File: src/rtl/i2c_arbiter_if.sv
// i2c_arbiter_if: command/result bus between the arbiter and a single i2c_master
interface i2c_arbiter_if;
    logic [6:0] m_chip_addr;
    logic [7:0] m_reg_addr;
    logic [7:0] m_data_in;
    logic       m_write_en;
    logic       m_read_en;
    logic       m_done;
    logic       m_busy;
    logic [7:0] m_data_out;
    logic [2:0] m_status;

    modport master (
        output m_chip_addr, m_reg_addr, m_data_in, m_write_en, m_read_en,
        input  m_done, m_busy, m_data_out, m_status
    );

    modport slave (
        input  m_chip_addr, m_reg_addr, m_data_in, m_write_en, m_read_en,
        output m_done, m_busy, m_data_out, m_status
    );
endinterface

File: src/rtl/i2c_arbiter.sv
// i2c_arbiter: round-robin sharing of one i2c_master among N_REQ requesters,
// with a saturating per-transaction timeout.
module i2c_arbiter #(
    parameter int N_REQ          = 3,
    parameter int TIMEOUT_CYCLES = 2000000
) (
    input  logic               clk,
    input  logic               reset,
    input  logic [N_REQ-1:0]   req_valid,
    input  logic [N_REQ-1:0]   req_rw,
    input  logic [7*N_REQ-1:0] req_chip_addr,
    input  logic [8*N_REQ-1:0] req_reg_addr,
    input  logic [8*N_REQ-1:0] req_wdata,
    output logic [N_REQ-1:0]   req_ack,
    output logic [N_REQ-1:0]   rsp_valid,
    output logic [7:0]         rsp_rdata,
    output logic [2:0]         rsp_status,
    i2c_arbiter_if.master      bus
);
    localparam int IW = $clog2(N_REQ);
    localparam int CW = $clog2(TIMEOUT_CYCLES) + 1;

    typedef enum logic [1:0] {S_IDLE, S_ISSUE, S_WAIT, S_RESP} state_t;

    state_t        state, state_nxt;
    logic [IW-1:0] last_grant, gnt_idx, cur;
    logic          gnt_found, cur_rw, grant, timeout;
    logic [CW-1:0] cnt;

    // Lowest offset from last_grant wins, so scan offsets from far to near.
    always_comb begin
        gnt_found = 1'b0;
        gnt_idx = last_grant;
        for (int k = N_REQ; k >= 1; k--) begin
            if (req_valid[IW'((int'(last_grant) + k) % N_REQ)]) begin
                gnt_found = 1'b1;
                gnt_idx = IW'((int'(last_grant) + k) % N_REQ);
            end
        end
    end

    assign grant   = state == S_IDLE && gnt_found && !bus.m_busy;
    assign timeout = cnt == CW'(TIMEOUT_CYCLES - 1);

    always_ff @(posedge clk) begin
        if (!reset) begin
            state <= S_IDLE;
            last_grant <= IW'(N_REQ - 1);
            cur <= '0;
            cur_rw <= 1'b0;
            cnt <= '0;
            rsp_rdata <= 8'h00;
            rsp_status <= 3'h0;
            bus.m_chip_addr <= '0;
            bus.m_reg_addr <= '0;
            bus.m_data_in <= '0;
        end else begin
            state <= state_nxt;
            if (grant) begin
                last_grant <= gnt_idx;
                cur <= gnt_idx;
                cur_rw <= req_rw[gnt_idx];
                bus.m_chip_addr <= req_chip_addr[7*gnt_idx +: 7];
                bus.m_reg_addr <= req_reg_addr[8*gnt_idx +: 8];
                bus.m_data_in <= req_wdata[8*gnt_idx +: 8];
            end
            if (state == S_ISSUE)
                cnt <= '0;
            else if (state == S_WAIT && cnt != '1)
                cnt <= cnt + 1'b1;
            if (state == S_WAIT && (bus.m_done || timeout)) begin
                rsp_rdata <= bus.m_done ? bus.m_data_out : 8'h00;
                rsp_status <= bus.m_done ? bus.m_status : 3'b111;
            end
        end
    end

    always_comb begin
        state_nxt = grant ? S_ISSUE
                  : state == S_ISSUE ? S_WAIT
                  : (state == S_WAIT && (bus.m_done || timeout)) ? S_RESP
                  : state == S_RESP ? S_IDLE
                  : state;
    end

    // Strobes are gated by reset so an aborted transaction emits nothing.
    always_comb begin
        req_ack = (grant && reset) ? N_REQ'(1) << gnt_idx : '0;
        rsp_valid = (state == S_RESP && reset) ? N_REQ'(1) << cur : '0;
        bus.m_write_en = state == S_ISSUE && reset && !cur_rw;
        bus.m_read_en = state == S_ISSUE && reset && cur_rw;
    end
endmodule

File: src/flat_wrapper.sv
// flat-port wrapper written by rule: the top's interface ports become plain ports
module i2c_arbiter_flat 
#(
    parameter int N_REQ          = 3,
    parameter int TIMEOUT_CYCLES = 2000000
)
  (clk, reset, req_valid, req_rw, req_chip_addr, req_reg_addr, req_wdata, req_ack, rsp_valid, rsp_rdata, rsp_status, bus_m_chip_addr, bus_m_reg_addr, bus_m_data_in, bus_m_write_en, bus_m_read_en, bus_m_done, bus_m_busy, bus_m_data_out, bus_m_status);
  i2c_arbiter_if bus_i ();
  input  logic clk;
  input  logic reset;
  input  logic [N_REQ-1:0] req_valid;
  input  logic [N_REQ-1:0] req_rw;
  input  logic [7*N_REQ-1:0] req_chip_addr;
  input  logic [8*N_REQ-1:0] req_reg_addr;
  input  logic [8*N_REQ-1:0] req_wdata;
  output logic [N_REQ-1:0] req_ack;
  output logic [N_REQ-1:0] rsp_valid;
  output logic [7:0] rsp_rdata;
  output logic [2:0] rsp_status;
  output wire logic [$bits(bus_i.m_chip_addr)-1:0] bus_m_chip_addr;
  output wire logic [$bits(bus_i.m_reg_addr)-1:0] bus_m_reg_addr;
  output wire logic [$bits(bus_i.m_data_in)-1:0] bus_m_data_in;
  output wire logic [$bits(bus_i.m_write_en)-1:0] bus_m_write_en;
  output wire logic [$bits(bus_i.m_read_en)-1:0] bus_m_read_en;
  input wire logic [$bits(bus_i.m_done)-1:0] bus_m_done;
  input wire logic [$bits(bus_i.m_busy)-1:0] bus_m_busy;
  input wire logic [$bits(bus_i.m_data_out)-1:0] bus_m_data_out;
  input wire logic [$bits(bus_i.m_status)-1:0] bus_m_status;
  assign bus_m_chip_addr = bus_i.m_chip_addr;
  assign bus_m_reg_addr = bus_i.m_reg_addr;
  assign bus_m_data_in = bus_i.m_data_in;
  assign bus_m_write_en = bus_i.m_write_en;
  assign bus_m_read_en = bus_i.m_read_en;
  assign bus_i.m_done = bus_m_done;
  assign bus_i.m_busy = bus_m_busy;
  assign bus_i.m_data_out = bus_m_data_out;
  assign bus_i.m_status = bus_m_status;
  i2c_arbiter #(.N_REQ(N_REQ), .TIMEOUT_CYCLES(TIMEOUT_CYCLES)) u_core (.clk(clk), .reset(reset), .req_valid(req_valid), .req_rw(req_rw), .req_chip_addr(req_chip_addr), .req_reg_addr(req_reg_addr), .req_wdata(req_wdata), .req_ack(req_ack), .rsp_valid(rsp_valid), .rsp_rdata(rsp_rdata), .rsp_status(rsp_status), .bus(bus_i));
endmodule
File: config.mk
export PLATFORM = sky130hd
export DESIGN_NAME = i2c_arbiter_flat
export DESIGN_NICKNAME = d
export VERILOG_FILES = /design/src/rtl/i2c_arbiter_if.sv /design/src/rtl/i2c_arbiter.sv /design/src/flat_wrapper.sv
export SDC_FILE = /design/constraint.sdc
export NUM_CORES = 1
export LEC_CHECK = 0
export CELL_PAD_IN_SITES_DETAIL_PLACEMENT = 1
export CELL_PAD_IN_SITES_GLOBAL_PLACEMENT = 1
export CORE_MARGIN = 10
export CORE_UTILIZATION = 32
export DETAILED_ROUTE_END_ITERATION = 10
export PLACE_DENSITY_LB_ADDON = 0.1
export SLEW_MARGIN = 0
export SYNTH_ARGS = -nofsm -noshare
export SYNTH_HDL_FRONTEND = slang
export SYNTH_SLANG_ARGS = --single-unit
export TNS_END_PERCENT = 50
File: constraint.sdc
create_clock -name clk -period 3.4 [get_ports clk]
set_input_delay 0.51 -clock clk [delete_from_list [all_inputs] [get_ports clk]]
set_output_delay 0.51 -clock clk [all_outputs]
set_load 0.01 [all_outputs]
==> impl_metrics.py, run 1 <==
metrics = {
    "run_status": {
        "status": "finished, final reports clean",
    },
    "place": {
        "globalplace.congestion": 0.898,
        "hpwl_um": 9190,
        "portBuffers": 131,
    },
    "logic_synthesis": {
        "async_flop_share_pct": 0,
        "syn_nets": 463,
        "yosys.area.top_type_share_pct": 37.1,
        "netlist_area_um2": 3340,
        "synth_area_leaders": "dfxtp_1, mux2i_1, o221ai_2, nand2_1, inv_1",
        "synth_edf_count": 0,
        "ys.flop_type": "dfxtp_1",
        "yosys_warnings": 0,
        "seq_area_frac_synth_pct": 37.1,
        "syn_avg_cell_area_um2": 9.09,
        "synthCells": 368,
        "ys_types": 54,
        "synth_seq_cells": 62,
        "yosys.area.top_type": "dfxtp_1",
    },
    "floorplanning": {
        "io_pins": 132,
        "core-area_um2": 10200,
        "die_x_um": 122,
        "rows": 37,
        "start_util_pct": 32.7,
        "dieArea_um2": 14900,
        "fp.dieH_um": 122,
    },
    "cts": {
        "cts_tree": "built",
        "cts_buffer_depth": 2,
        "ctsRootBufferMaster": "clkbuf_8",
        "clkSinkCount": 62,
        "post_cts_buffers": 0,
        "ctsHtreeMaxLevel": 3,
        "cts_buffers": 9,
        "clk_pin_slew_worst_paths_ns": 0.07,
        "clock_latency_ns": 0.34,
    },
    "cells_and_area": {
        "drive_gt1_share_pct": 11.6,
        "final_util_pct": 49.1,
        "fill_cells": 1185,
        "layout.nets": 600,
        "multiInputGateArea_um2": 1890,
        "syn_to_final_growth_pct": 50.2,
        "seq_area_um2": 1240,
        "antenna_cells": 0,
    },
    "critical_path": {
        "required_ns": 2.89,
        "worstSetupPathType": "in2out",
        "start_kind": "input pin",
        "rrSetupSlack_ns": 0.81,
        "crit_arrival_ns": 2.74,
        "crit_fanout": 6,
        "cp-end-kind": "output port",
    },
    "sta": {
        "setup_tns_ns": 0,
        "hold_violations": 0,
        "final.period_utilization_pct": 95.7,
        "slew_violations": 0,
        "relSlewSlack_pct": 43.9,
        "worst_slew_pin_slew_ns": 0.842,
        "layout_min_cycle_time_ns": 3.25,
        "final-setup-viol-count": 0,
        "fmax_mhz": 307,
        "hold_ws_ns": 0.453,
        "skew_ns": 0.0101,
    },
    "detailed_routing": {
        "routed_wl_um": 11400,
        "wl_met3_um": 493,
        "firstDrtPassIters": 4,
        "avgViaCountPerCell": 4.96,
        "via_count": 3203,
        "top_layer": "met4",
        "antenna_left": 0,
        "wl_met1_um": 5050,
        "drt_iter0_markers": 60,
        "route.met2.wl_um": 5720,
        "remaining_drc_errors": 0,
        "wl_per_cell_um": 17.6,
    },
    "power": {
        "p_comb_share_pct": 44.1,
        "ir_worst_vdd_mv": 0.223,
        "p_sw_mw": 1.01,
        "seqPwrFrac_pct": 32.1,
        "clkPwrFrac_pct": 23.8,
        "internal_power_mw": 1.87,
        "power_density_nw_per_um2": 573,
        "swShare_pct": 35.2,
        "p_leak_nw": 1.90,
    },
    "grt": {
        "antenna_found_initial": 0,
        "grt_overflow": 0,
        "grt_max_degree": 26,
        "grt_pass1_wl_um": 17800,
        "grt.total_usage_pct": 14.9,
        "grt_pass1_vias": 3215,
    },
    "hold_path": {
        "hold_class": "reg2reg",
    },
    "job": {
        "cap_violations": 0,
    },
}
==> layout make-up <==
cell class                 instances  area share (%)
clock buffer                      10            2.74
sequential                        62            24.7
inverter                          33            2.47
timing repair buffer             142            27.7
tap                              136            3.39
multi-input combinational        257            37.5
clock inverter                     6            1.39
==> synth_stat cells (6+ instances only) <==
master and instances:
a22oi_1 8, nor2_1 33, xnor2_1 7, nand4_1 7, and3_1 8, mux2i_1 26
xor2_1 11, nand3_1 9, dfxtp_1 62, clkbuf_1 6, inv_1 33, o21ai_0 9
a21oi_1 11, o221ai_1 9, nand2_1 40, o221ai_2 17
==> repair_timing <==
action,in CTS,in global routing
gates resized for setup,0,4
endpoints found under the setup margin,0,3
hold endpoints to repair,0,0
hold buffers,0,0
==> layout by cell type (no fill, tap or decap), types with 5 or more instances in the layout <==
master	instances
buf_4	11
a21oi_1	10
xor2_1	11
o221ai_2	17
clkbuf_8	10
nor3_1	5
a22oi_1	8
xnor2_1	7
dfxtp_1	61
clkdlybuf4s50_1	131
and4_1	5
nand4_1	7
o221ai_1	9
inv_1	33
nand3_1	9
nor2_1	33
or3_1	5
and3_1	8
mux2i_1	26
nand2_1	40
o21ai_0	9
==> metrics by stage <==
stage / area, um2 / total power [mW] / setup WS, ns / cells
6_report: 5020 / 2.88 / 0.148 / 646
5_1_grt: 5020 / 3.06 / -0.0188 / 646
4_1_cts: 5010 / 2.90 / 0.000670 / 646
3_5_place_dp: 4800 / 2.21 / 0.138 / 630
3_3_place_gp: 4800 / 2.18 / 0.196 / 630
2_1_floorplan: 3340 / 1.72 / 0.606 / 368
==> cells by family (layout without fill, tap and decap cells) <==
logic type | count (synthesis) | after routing | share of synthesized area, %
xor gates and xnor gates | 18 | 18 | 4.71
buffers and inverters | 49 | 191 | 7.00
adders and majority gates | 5 | 5 | 1.87
DFF | 62 | 62 | 37.1
AOI/OAI and AO/OA | 71 | 71 | 20.1
muxes | 27 | 27 | 8.45
and+or+nand+nor | 136 | 136 | 20.8
==> critical path: stages <==
cell and delay (ns):
clkdlybuf4s50_1 0.61, and2b_1 0.17, o21ai_0 0.09, a311o_1 0.40, o211a_1 0.17, o21ai_4 0.19, nor2_1 0.06, clkdlybuf4s50_1 0.53
==> registers in the layout, indices dropped and copies added, names as in the netlist <==
signal                  cells
u_core.bus.m_data_in        8
u_core.cur                  2
u_core.cur_rw               1
u_core.bus.m_reg_addr       8
u_core.last_grant           1
u_core.bus.m_chip_addr      7
u_core.cnt                 22
u_core.rsp_status           3
u_core.rsp_rdata            8
u_core.state                2
==> path summary, 6_finish.rpt <==
kind | from | to | cells after the start
setup / recovery | req_valid[1] | req_ack[0] | 8
hold / removal | u_core.rsp_status[1] | u_core.rsp_status[1] | 2
setup reg to reg | u_core.cur[0] | u_core.bus.m_reg_addr[2] | 10
hold reg to reg | u_core.rsp_status[1] | u_core.rsp_status[1] | 2
==> per-layer routing <==
metal | vias up | global-route usage [%]
met4 | 0 | 4.86
met2 | 68 | 26.0
li1 | 1591 | -
met5 | - | 0
met3 | 10 | 3.58
met1 | 1534 | 17.6
==> power groups by stage <==
stage	Sequential (mW)	Combinational, mW	Clock (mW)
floorplan	0.984	0.732	0
global placement	0.934	1.24	0
detailed placement	0.942	1.27	0
CTS	0.924	1.27	0.707
global route	0.943	1.37	0.749
finish	0.925	1.27	0.685
Note: power is estimated with default switching activity, not from simulation.
==> inputs of run 2 (changes only) <==
--- a/config.mk
+++ b/config.mk
@@ -9,6 +9,7 @@
 export CELL_PAD_IN_SITES_GLOBAL_PLACEMENT = 1
 export CORE_MARGIN = 10
 export CORE_UTILIZATION = 32
+export CTS_BUF_LIST = sky130_fd_sc_hd__clkbuf_16
 export DETAILED_ROUTE_END_ITERATION = 10
 export PLACE_DENSITY_LB_ADDON = 0.1
 export SLEW_MARGIN = 0
==> run 2 against run 1 <==
Net effect: setup slack got worse by 0.0060 ns; cell count rose by 0.15%; die area did not move; critical path type is now reg2out; largest cell class unchanged; non-clock buffer count rose by 1; sequential power barely moved; sequential share of layout area fell by 0.44 points.
==> impl_metrics.py, run 2 (same netlist as run 1, synthesis figures left out) <==
metrics = {
    "run_status": {
        "status": "finished, final reports clean",
    },
    "detailed_routing": {
        "wl_per_cell_um": 17.6,
        "avgViaCountPerCell": 4.96,
        "antenna_left": 0,
        "routed_wl_um": 11400,
        "firstDrtPassIters": 4,
        "remaining_drc_errors": 0,
        "drt_iter0_markers": 67,
        "via_count": 3206,
    },
    "place": {
        "dp.cells": 630,
        "globalplace.congestion": 0.898,
        "hpwl_um": 9190,
        "portBuffers": 131,
    },
    "cts": {
        "ctsHtreeMaxLevel": 3,
        "ctsRootBufferMaster": "clkbuf_16",
        "clk_pin_slew_worst_paths_ns": 0.06,
        "clock_latency_ns": 0.33,
        "cts_tree": "built",
        "cts_buffer_depth": 2,
        "hold_buffers": 0,
        "clkSinkCount": 62,
        "cts_buffers": 9,
    },
    "grt": {
        "grt_pass1_wl_um": 17800,
        "grt_pass1_vias": 3183,
        "antenna_found_initial": 0,
        "grt.total_usage_pct": 14.9,
        "grt_overflow": 0,
        "grt_max_degree": 26,
    },
    "sta": {
        "final-setup-viol-count": 0,
        "slew_violations": 0,
        "setup_tns_ns": 0,
        "worst_slew_pin_slew_ns": 0.841,
        "rsz0062_at_grt": "no",
        "skew_ns": 0.00507,
        "layout_min_cycle_time_ns": 3.26,
        "fmax_mhz": 307,
        "hold_ws_ns": 0.449,
        "hold_violations": 0,
        "final.period_utilization_pct": 95.8,
        "relSlewSlack_pct": 43.9,
    },
    "cells_and_area": {
        "final_util_pct": 50.0,
        "final_cell_mix": "clkdlybuf4s50_1, dfxtp_1, nand2_1, inv_1, nor2_1",
        "stdcell_count": 647,
        "largest_reg_flops": 22,
        "layout.nets": 601,
        "antenna_cells": 0,
        "largest_register": "u_core.cnt",
        "final_common_cell": "clkdlybuf4s50_1",
        "drive_gt1_share_pct": 11.5,
        "syn_to_final_growth_pct": 52.9,
    },
    "floorplanning": {
        "core-area_um2": 10200,
        "rows": 37,
        "fp.dieH_um": 122,
        "io_pins": 132,
        "start_util_pct": 32.7,
        "dieArea_um2": 14900,
        "die_x_um": 122,
    },
    "critical_path": {
        "worstSetupPathType": "reg2out",
        "start_kind": "flop",
        "crit_arrival_ns": 2.75,
        "cp-end-kind": "output port",
        "crit_fanout": 10,
        "required_ns": 2.89,
    },
    "power": {
        "seqPwrFrac_pct": 29.8,
        "p_sw_mw": 1.04,
        "clkPwrFrac_pct": 29.6,
        "p_total_mw": 3.11,
        "ir_worst_vdd_mv": 0.291,
        "p_comb_share_pct": 40.6,
        "swShare_pct": 33.5,
        "internal_power_mw": 2.07,
        "power_density_nw_per_um2": 607,
        "p_leak_nw": 1.96,
    },
    "job": {
        "cap_violations": 0,
    },
    "hold_path": {
        "hold_class": "reg2reg",
    },
}
run 2: cell types whose count changed in the layout (fill, tap and decap cells not counted), sizes merged:
cell / previous run / this run
clkdlybuf4s50: 131 / 130
clkinv: 1 / 2
buf: 11 / 12
clkbuf: 10 / 9
dlymetal6s2s: 0 / 1
run 2: critical path, stage by stage, from the launching register on:
cell	delay, ns
dfxtp_1	0.32
inv_1	0.08
ha_2	0.42
nand2b_1	0.15
a21oi_2	0.09
buf_4	0.15
or2_4	0.26
o22a_1	0.24
nor2_1	0.12
clkdlybuf4s50_1	0.59
run 2: metrics by stage:
step / setup slack, ns / instance area, um2
floorplan: 0.606 / 3340
global route: 0.0153 / 5110
global placement: 0.196 / 4800
detailed placement: 0.138 / 4800
CTS: 0.0263 / 5100
finish: 0.142 / 5110
run 2: what timing repair did:
action,4_1_cts,5_1_grt
resized for setup,0,4
setup buffers,0,1
setup endpoints to repair,0,3
run 2: final timing paths:
kind,startpoint,to,cells after the start,slack (ns)
max reg2reg,u_core.cur[0],u_core.bus.m_reg_addr[2],10,0.70
min reg2reg,u_core.rsp_status[0],u_core.rsp_status[0],2,0.45
min,u_core.rsp_status[0],u_core.rsp_status[0],2,0.45
max,u_core.cur[0],req_ack[2],9,0.14
run 2: final cells by class:
| class | instances | area, um2 |
|---|---|---|
| clock inverters | 7 | 73.8 |
| repair buffers | 143 | 1400 |
| clock buffers | 9 | 225 |
| multi-input cells | 257 | 1880 |
| fillers | 1167 | 5120 |
| flip-flops and latches | 62 | 1240 |
| inverters | 33 | 124 |
| well taps | 136 | 170 |
run 2: layer usage:
metal | vias to the layer above | GRT usage (%) | wire length [um] | share of wire, %
met4 | 0 | 4.42 | 131 | 1.1
met5 | - | 0 | 0 | 0
met2 | 77 | 25.9 | 5720 | 50
met3 | 13 | 3.86 | 586 | 5.1
met1 | 1524 | 17.6 | 4980 | 44
li1 | 1592 | - | - | -
run 2: power groups by stage:
stage | combinational, mW | clock [mW] | sequential (mW)
2_1_floorplan | 0.732 | 0 | 0.984
3_3_place_gp | 1.24 | 0 | 0.934
6_report | 1.26 | 0.919 | 0.925
5_1_grt | 1.36 | 0.978 | 0.944
4_1_cts | 1.27 | 0.941 | 0.926
3_5_place_dp | 1.27 | 0 | 0.942
